--- src/rtl/gnr_attractor_ctrl_if.sv ---
// Node-network and result-handshake bundle for gnr_attractor_ctrl.
// master = controller side, slave = node network / result consumer side.
interface gnr_attractor_ctrl_if #(
    parameter int unsigned N_NODES = 8,
    parameter int unsigned CNT_W   = 16
);
    logic               reset_nos;
    logic [N_NODES-1:0] init_state;
    logic               start_s0;
    logic               start_s1;
    logic [N_NODES-1:0] s0_vec;
    logic [N_NODES-1:0] s1_vec;

    logic               res_valid;
    logic               res_ready;
    logic [N_NODES-1:0] res_init;
    logic [CNT_W-1:0]   res_transient;
    logic [CNT_W-1:0]   res_period;
    logic               res_timeout;

    modport master (
        output reset_nos, init_state, start_s0, start_s1,
        output res_valid, res_init, res_transient, res_period, res_timeout,
        input  s0_vec, s1_vec, res_ready
    );

    modport slave (
        input  reset_nos, init_state, start_s0, start_s1,
        input  res_valid, res_init, res_transient, res_period, res_timeout,
        output s0_vec, s1_vec, res_ready
    );
endinterface

--- src/rtl/gnr_attractor_ctrl.sv ---
// Sweeps a range of initial states through a node network, using Floyd's slow/fast copies
// to find the meet index and attractor period of each, and reports one result per state.
module gnr_attractor_ctrl #(
    parameter int unsigned N_NODES = 8,
    parameter int unsigned CNT_W   = 16
) (
    input  logic                 clk,
    input  logic                 rst,
    input  logic                 start,
    input  logic [N_NODES-1:0]   cfg_first,
    input  logic [N_NODES-1:0]   cfg_last,
    output logic                 busy,
    output logic                 done,
    gnr_attractor_ctrl_if.master bus
);
    localparam logic [CNT_W-1:0] MaxSteps = '1;

    typedef enum logic [2:0] {
        StIdle,
        StLoad,
        StRun,
        StPeriod,
        StReport,
        StDone
    } state_e;

    state_e             state_q, state_d;
    logic [N_NODES-1:0] cur_q, cur_d;
    logic [N_NODES-1:0] last_q, last_d;
    logic [CNT_W-1:0]   e_q, e_d;
    logic [CNT_W-1:0]   p_q, p_d;
    logic [CNT_W-1:0]   k_q, k_d;
    logic [CNT_W-1:0]   per_q, per_d;
    logic               to_q, to_d;

    logic               load_en;
    logic               run_s0;
    logic               run_s1;
    logic               vec_eq;

    assign vec_eq = (bus.s0_vec == bus.s1_vec);

    always_ff @(posedge clk) begin
        if (rst) begin
            state_q <= StIdle;
            cur_q   <= '0;
            last_q  <= '0;
            e_q     <= '0;
            p_q     <= '0;
            k_q     <= '0;
            per_q   <= '0;
            to_q    <= 1'b0;
        end else begin
            state_q <= state_d;
            cur_q   <= cur_d;
            last_q  <= last_d;
            e_q     <= e_d;
            p_q     <= p_d;
            k_q     <= k_d;
            per_q   <= per_d;
            to_q    <= to_d;
        end
    end

    always_comb begin
        state_d = state_q;
        cur_d   = cur_q;
        last_d  = last_q;
        e_d     = e_q;
        p_d     = p_q;
        k_d     = k_q;
        per_d   = per_q;
        to_d    = to_q;
        load_en = 1'b0;
        run_s0  = 1'b0;
        run_s1  = 1'b0;

        unique case (state_q)
            StIdle, StDone: begin
                if (start) begin
                    cur_d   = cfg_first;
                    // An inverted range collapses to the single state cfg_first.
                    last_d  = (cfg_last < cfg_first) ? cfg_first : cfg_last;
                    state_d = StLoad;
                end
            end

            StLoad: begin
                load_en = 1'b1;
                e_d     = '0;
                p_d     = '0;
                k_d     = '0;
                per_d   = '0;
                to_d    = 1'b0;
                state_d = StRun;
            end

            StRun: begin
                if ((e_q != '0) && !e_q[0] && vec_eq) begin
                    k_d     = e_q >> 1;
                    state_d = StPeriod;
                end else if (e_q == MaxSteps) begin
                    to_d    = 1'b1;
                    state_d = StReport;
                end else begin
                    run_s0 = 1'b1;
                    run_s1 = 1'b1;
                    e_d    = e_q + CNT_W'(1);
                end
            end

            StPeriod: begin
                // Slow copy sits on the attractor; walk the fast copy round it once.
                if ((p_q != '0) && vec_eq) begin
                    per_d   = p_q;
                    state_d = StReport;
                end else if (p_q == MaxSteps) begin
                    to_d    = 1'b1;
                    state_d = StReport;
                end else begin
                    run_s1 = 1'b1;
                    p_d    = p_q + CNT_W'(1);
                end
            end

            StReport: begin
                if (bus.res_ready) begin
                    if (cur_q == last_q) begin
                        state_d = StDone;
                    end else begin
                        cur_d   = cur_q + N_NODES'(1);
                        state_d = StLoad;
                    end
                end
            end

            default: state_d = StIdle;
        endcase
    end

    assign busy = (state_q == StLoad) || (state_q == StRun) ||
                  (state_q == StPeriod) || (state_q == StReport);
    assign done = (state_q == StDone);

    assign bus.reset_nos     = load_en;
    assign bus.init_state    = load_en ? cur_q : '0;
    assign bus.start_s0      = run_s0;
    assign bus.start_s1      = run_s1;

    // On timeout the fields not yet measured stay at zero.
    assign bus.res_valid     = (state_q == StReport);
    assign bus.res_init      = cur_q;
    assign bus.res_transient = k_q;
    assign bus.res_period    = per_q;
    assign bus.res_timeout   = to_q;

    property p_report_hold;
        @(posedge clk) disable iff (rst)
        bus.res_valid && !bus.res_ready |=> bus.res_valid && $stable(bus.res_init) &&
            $stable(bus.res_transient) && $stable(bus.res_period) && $stable(bus.res_timeout);
    endproperty
    a_report_hold : assert property (p_report_hold);

    a_quiet_when_idle : assert property (@(posedge clk) disable iff (rst)
        !busy || bus.res_valid |-> !(bus.reset_nos || bus.start_s0 || bus.start_s1));
endmodule

--- src/flat_wrapper.sv ---
// flat-port wrapper written by rule: the top's interface ports become plain ports
module gnr_attractor_ctrl_flat 
#(
    parameter int unsigned N_NODES = 8,
    parameter int unsigned CNT_W   = 16
)
  (clk, rst, start, cfg_first, cfg_last, busy, done, bus_reset_nos, bus_init_state, bus_start_s0, bus_start_s1, bus_res_valid, bus_res_init, bus_res_transient, bus_res_period, bus_res_timeout, bus_s0_vec, bus_s1_vec, bus_res_ready);
  gnr_attractor_ctrl_if #(.N_NODES(N_NODES), .CNT_W(CNT_W)) bus_i ();
  input  logic clk;
  input  logic rst;
  input  logic start;
  input  logic [N_NODES-1:0] cfg_first;
  input  logic [N_NODES-1:0] cfg_last;
  output logic busy;
  output logic done;
  output wire logic [$bits(bus_i.reset_nos)-1:0] bus_reset_nos;
  output wire logic [$bits(bus_i.init_state)-1:0] bus_init_state;
  output wire logic [$bits(bus_i.start_s0)-1:0] bus_start_s0;
  output wire logic [$bits(bus_i.start_s1)-1:0] bus_start_s1;
  output wire logic [$bits(bus_i.res_valid)-1:0] bus_res_valid;
  output wire logic [$bits(bus_i.res_init)-1:0] bus_res_init;
  output wire logic [$bits(bus_i.res_transient)-1:0] bus_res_transient;
  output wire logic [$bits(bus_i.res_period)-1:0] bus_res_period;
  output wire logic [$bits(bus_i.res_timeout)-1:0] bus_res_timeout;
  input wire logic [$bits(bus_i.s0_vec)-1:0] bus_s0_vec;
  input wire logic [$bits(bus_i.s1_vec)-1:0] bus_s1_vec;
  input wire logic [$bits(bus_i.res_ready)-1:0] bus_res_ready;
  assign bus_reset_nos = bus_i.reset_nos;
  assign bus_init_state = bus_i.init_state;
  assign bus_start_s0 = bus_i.start_s0;
  assign bus_start_s1 = bus_i.start_s1;
  assign bus_res_valid = bus_i.res_valid;
  assign bus_res_init = bus_i.res_init;
  assign bus_res_transient = bus_i.res_transient;
  assign bus_res_period = bus_i.res_period;
  assign bus_res_timeout = bus_i.res_timeout;
  assign bus_i.s0_vec = bus_s0_vec;
  assign bus_i.s1_vec = bus_s1_vec;
  assign bus_i.res_ready = bus_res_ready;
  gnr_attractor_ctrl #(.N_NODES(N_NODES), .CNT_W(CNT_W)) u_core (.clk(clk), .rst(rst), .start(start), .cfg_first(cfg_first), .cfg_last(cfg_last), .busy(busy), .done(done), .bus(bus_i));
endmodule
--- config.mk ---
export PLATFORM = sky130hd
export DESIGN_NAME = gnr_attractor_ctrl_flat
export DESIGN_NICKNAME = d
export VERILOG_FILES = /design/src/rtl/gnr_attractor_ctrl_if.sv /design/src/rtl/gnr_attractor_ctrl.sv /design/src/flat_wrapper.sv
export SDC_FILE = /design/constraint.sdc
export NUM_CORES = 1
export LEC_CHECK = 0
export CAP_MARGIN = 30
export CORE_ASPECT_RATIO = 0.7
export CORE_MARGIN = 2
export CORE_UTILIZATION = 52
export CTS_CLUSTER_SIZE = 16
export DETAILED_ROUTE_END_ITERATION = 10
export GPL_ROUTABILITY_DRIVEN = 0
export PLACE_DENSITY = 0.81
export SLEW_MARGIN = 20
export SYNTH_ARGS = -nofsm -noshare
export SYNTH_HDL_FRONTEND = slang
export SYNTH_SLANG_ARGS = --single-unit
--- constraint.sdc ---
create_clock -name clk -period 2.6 [get_ports clk]
set_clock_uncertainty 0.15 [all_clocks]
set_input_delay 0.52 -clock clk [delete_from_list [all_inputs] [get_ports clk]]
set_output_delay 0.52 -clock clk [all_outputs]
set_load 0.05 [all_outputs]
==> results.yml <==
synth:
  ys_types: 58
  ys.flop_type: "dfxtp_1"
  synth.top_cell.area_share: 0.369
  synth_nets: 591
  synth_common_cells: "83 x dfxtp_1, 66 x a21oi_1, 51 x nand2_1"
  synthArstFlopShare: 0
  ys_ff_latch: 83
  yosysTopAreaCell: "dfxtp_1"
  synth_area_um2: 4510
  synth-edff-count: 0
  syn_inst: 543
  seq_area_frac_synth: 0.369
  avgSynthCellArea_um2: 8.30
  synth_most_common_cell: "dfxtp_1"
  ys_warn_count: 0
  synthTopCellsByArea: "dfxtp_1 37%, a21oi_1 7.3%, xor2_1 4.7%, nand2_1 4.2%, ha_1 3.3%"
critical_path:
  start_kind: "flop"
  critical_path_arrival_ns: 1.89
  reg2reg_depth: 11
  worstSetupPathType: "reg2out"
  max_stage_delay_ns: 0.37
  cp_max_fo: 5
  cp-end-kind: "output port"
  critPathRequiredTime_ns: 1.93
  crit_chain: "ha_1, and3_1, a41oi_4, nand2_4, nand2_2, buf_8"
  slowest_stage: "a41oi_4"
pwr:
  p_leak_nw: 2.41
  ir_drop_mv: 0.436
  power_density_nw_per_um2: 839
sta:
  worst_pin_slew_ns: 0.568
  layout_worst_path_cycle_share: 0.985
  rsz0062_at_grt: "true"
  finalMaxSlewViolations: 0
  setup_ws_ns: 0.0402
  fmax_ghz: 0.391
  setup_viol: 0
  slew-limit-headroom: 0.621
  period_needed_ns: 2.56
  hold_viol: 0
grt:
  gr-total-overflow: 0
  track_usage: 0.276
  grt_max_degree: 38
  antenna_found_initial: 0
  first_global_vias: 4311
  grt_pass1_wl_mm: 20.7
clocking:
  cts_tree: "yes"
  clkLatencyLatePin_ns: 0.34
  cts.clk_slew.worst_paths_ns: 0.06
  cts_buffer_depth: 2
  clock-root-buffer: "clkbuf_16"
  cts_num_sinks: 83
  cts_hold_buf: 0
  cts_buffers: 9
  cts-htree-levels: 3
cells_and_area:
  n_antenna_cell: 0
  stdcell_count: 780
  final_nets: 704
  final_cell_area_um2: 6350
  seq_area_um2: 1670
  drive_gt1_frac: 0.215
  num-fill-cells: 564
  multi_input_area_um2: 2770
  area_delta_synth_final_pct: 41.0
place:
  place_ws_ns: -0.246
  dp_cells: 755
  hpwl_mm: 8.96
  dpl_cell_area_um2: 5800
  portBuffers: 89
flow_run:
  cap_violations: 0
floorplanning:
  rows: 28
  coreArea_um2: 8440
  die_h_um: 81.9
  die_x_um: 115
  io_pins: 91
  dieArea_um2: 9440
  start_util: 0.534
route:
  vias_per_cell: 5.82
  drt-pass1-iter-count: 5
  ant_nets: 0
  wl_mm: 12.8
  drt_iter0_markers: 453
  post_drt_wl_per_cell_um: 16.4
  dr_total_vias: 4537
  drcViolationCount: 0
status:
  status: "finished clean"
hold_path:
  holdCritPathClass: "reg2reg"
  whs_path_depth: 2
worst max-delay path: cells and delay by family, from the launching register on:
family,cells,cell delay [ns]
buf+inv,1,0.14
compound gates,1,0.37
simple gates,3,0.47
flops,1,0.35
fa+ha+maj,1,0.22
worst paths after layout:
path / startpoint / to / slack, ns
hold / removal: u_core.bus.res_period[14]$_SDFFE_PP0P_ / u_core.bus.res_period[14]$_SDFFE_PP0P_ / 0.30
hold reg to reg: u_core.bus.res_period[14]$_SDFFE_PP0P_ / u_core.bus.res_period[14]$_SDFFE_PP0P_ / 0.30
setup / recovery: u_core.e_q[0]$_SDFFE_PP0P_ / bus_start_s1 / 0.04
setup reg to reg: u_core.e_q[0]$_SDFFE_PP0P_ / u_core.e_q[8]$_SDFFE_PP0P_ / 0.11
placed cells by master (no fill, tap or decap), types with 4 or more instances in the layout:
cell type and instances:
dfxtp_1 77, a21oi_1 65, clkdlybuf4s50_1 58, buf_4 49, nand2_1 48, nor2_1 32, or3_1 19, o21ai_0 19
nand3_1 16, o211ai_1 16, xor2_1 16, nand3b_1 16, inv_1 12, buf_12 12, nand4_1 11, and3_1 10
mux2i_1 10, a211oi_1 10, ha_1 10, and2_2 9, clkbuf_16 9, xor2_2 8, dlygate4sd2_1 7, or4_1 6
o31ai_1 6, inv_2 5, nor4_1 5, nor3_1 5, nor3b_1 5, clkdlybuf4s15_1 5, dfxtp_2 5, nand2b_1 4
a21oi_2 4, a21o_1 4, o2111ai_1 4, or2_2 4, dlymetal6s2s_1 4
final cells by class:
type | instances | area share
repair buffers | 140 | 0.221
flip-flops and latches | 83 | 0.263
inverters | 17 | 0.0100
multi-input cells | 405 | 0.436
clock inverters | 6 | 0.0104
well taps | 120 | 0.0236
clock buffers | 9 | 0.0354
kinds of logic after synthesis:
logic type,synth area share
AO/OA/AOI/OAI,0.197
XOR/XNOR,0.0525
adder cells (fa/ha/maj),0.0333
buffers and inverters,0.0530
flip-flops,0.369
multiplexers,0.0244
other,0.000832
AND/OR/NAND/NOR,0.270
what timing repair did:
| action | in CTS | in global routing |
|---|---|---|
| buffers inserted | 5 | 5 |
| cloned | 0 | 0 |
| gates resized for setup | 33 | 31 |
| endpoints found under the hold margin | 0 | 0 |
| setup endpoints to repair | 3 | 37 |
| pin swaps | 9 | 15 |
power breakdown:
group,leakage [nW],switching [mW],internal (mW)
Combinational,1.60,1.50,1.03
Sequential,0.676,0.140,1.40
Clock,0.134,0.524,0.740
sequential cells by signal, indices dropped and copies added, names as in the netlist:
name                      count
u_core.bus.res_init           8
u_core.bus.res_period        16
u_core.bus.res_timeout        1
u_core.bus.res_transient     15
u_core.e_q                   16
u_core.last_q                 8
u_core.p_q                   16
u_core.state_q                3
routing by layer:
metal | GRT usage | vias up | part of all wire
met5 | 0 | - | 0
met4 | 0.0916 | 0 | 0.015
met3 | 0.0649 | 23 | 0.076
met2 | 0.454 | 204 | 0.47
met1 | 0.362 | 2132 | 0.44
li1 | - | 2178 | -
per-stage QoR:
step	utilization	hold WS [ns]	TNS (ns)	total power, mW
CTS	0.736	0.303	0	5.25
detailed placement	0.687	0.295	-7.28	3.94
global route	0.753	0.315	-0.0760	5.59
finish	0.753	0.299	0	5.33
global placement	0.687	0.289	-3.74	3.86
floorplan	-	0.307	0	3.10
Note: power is estimated with default switching activity, not from simulation.
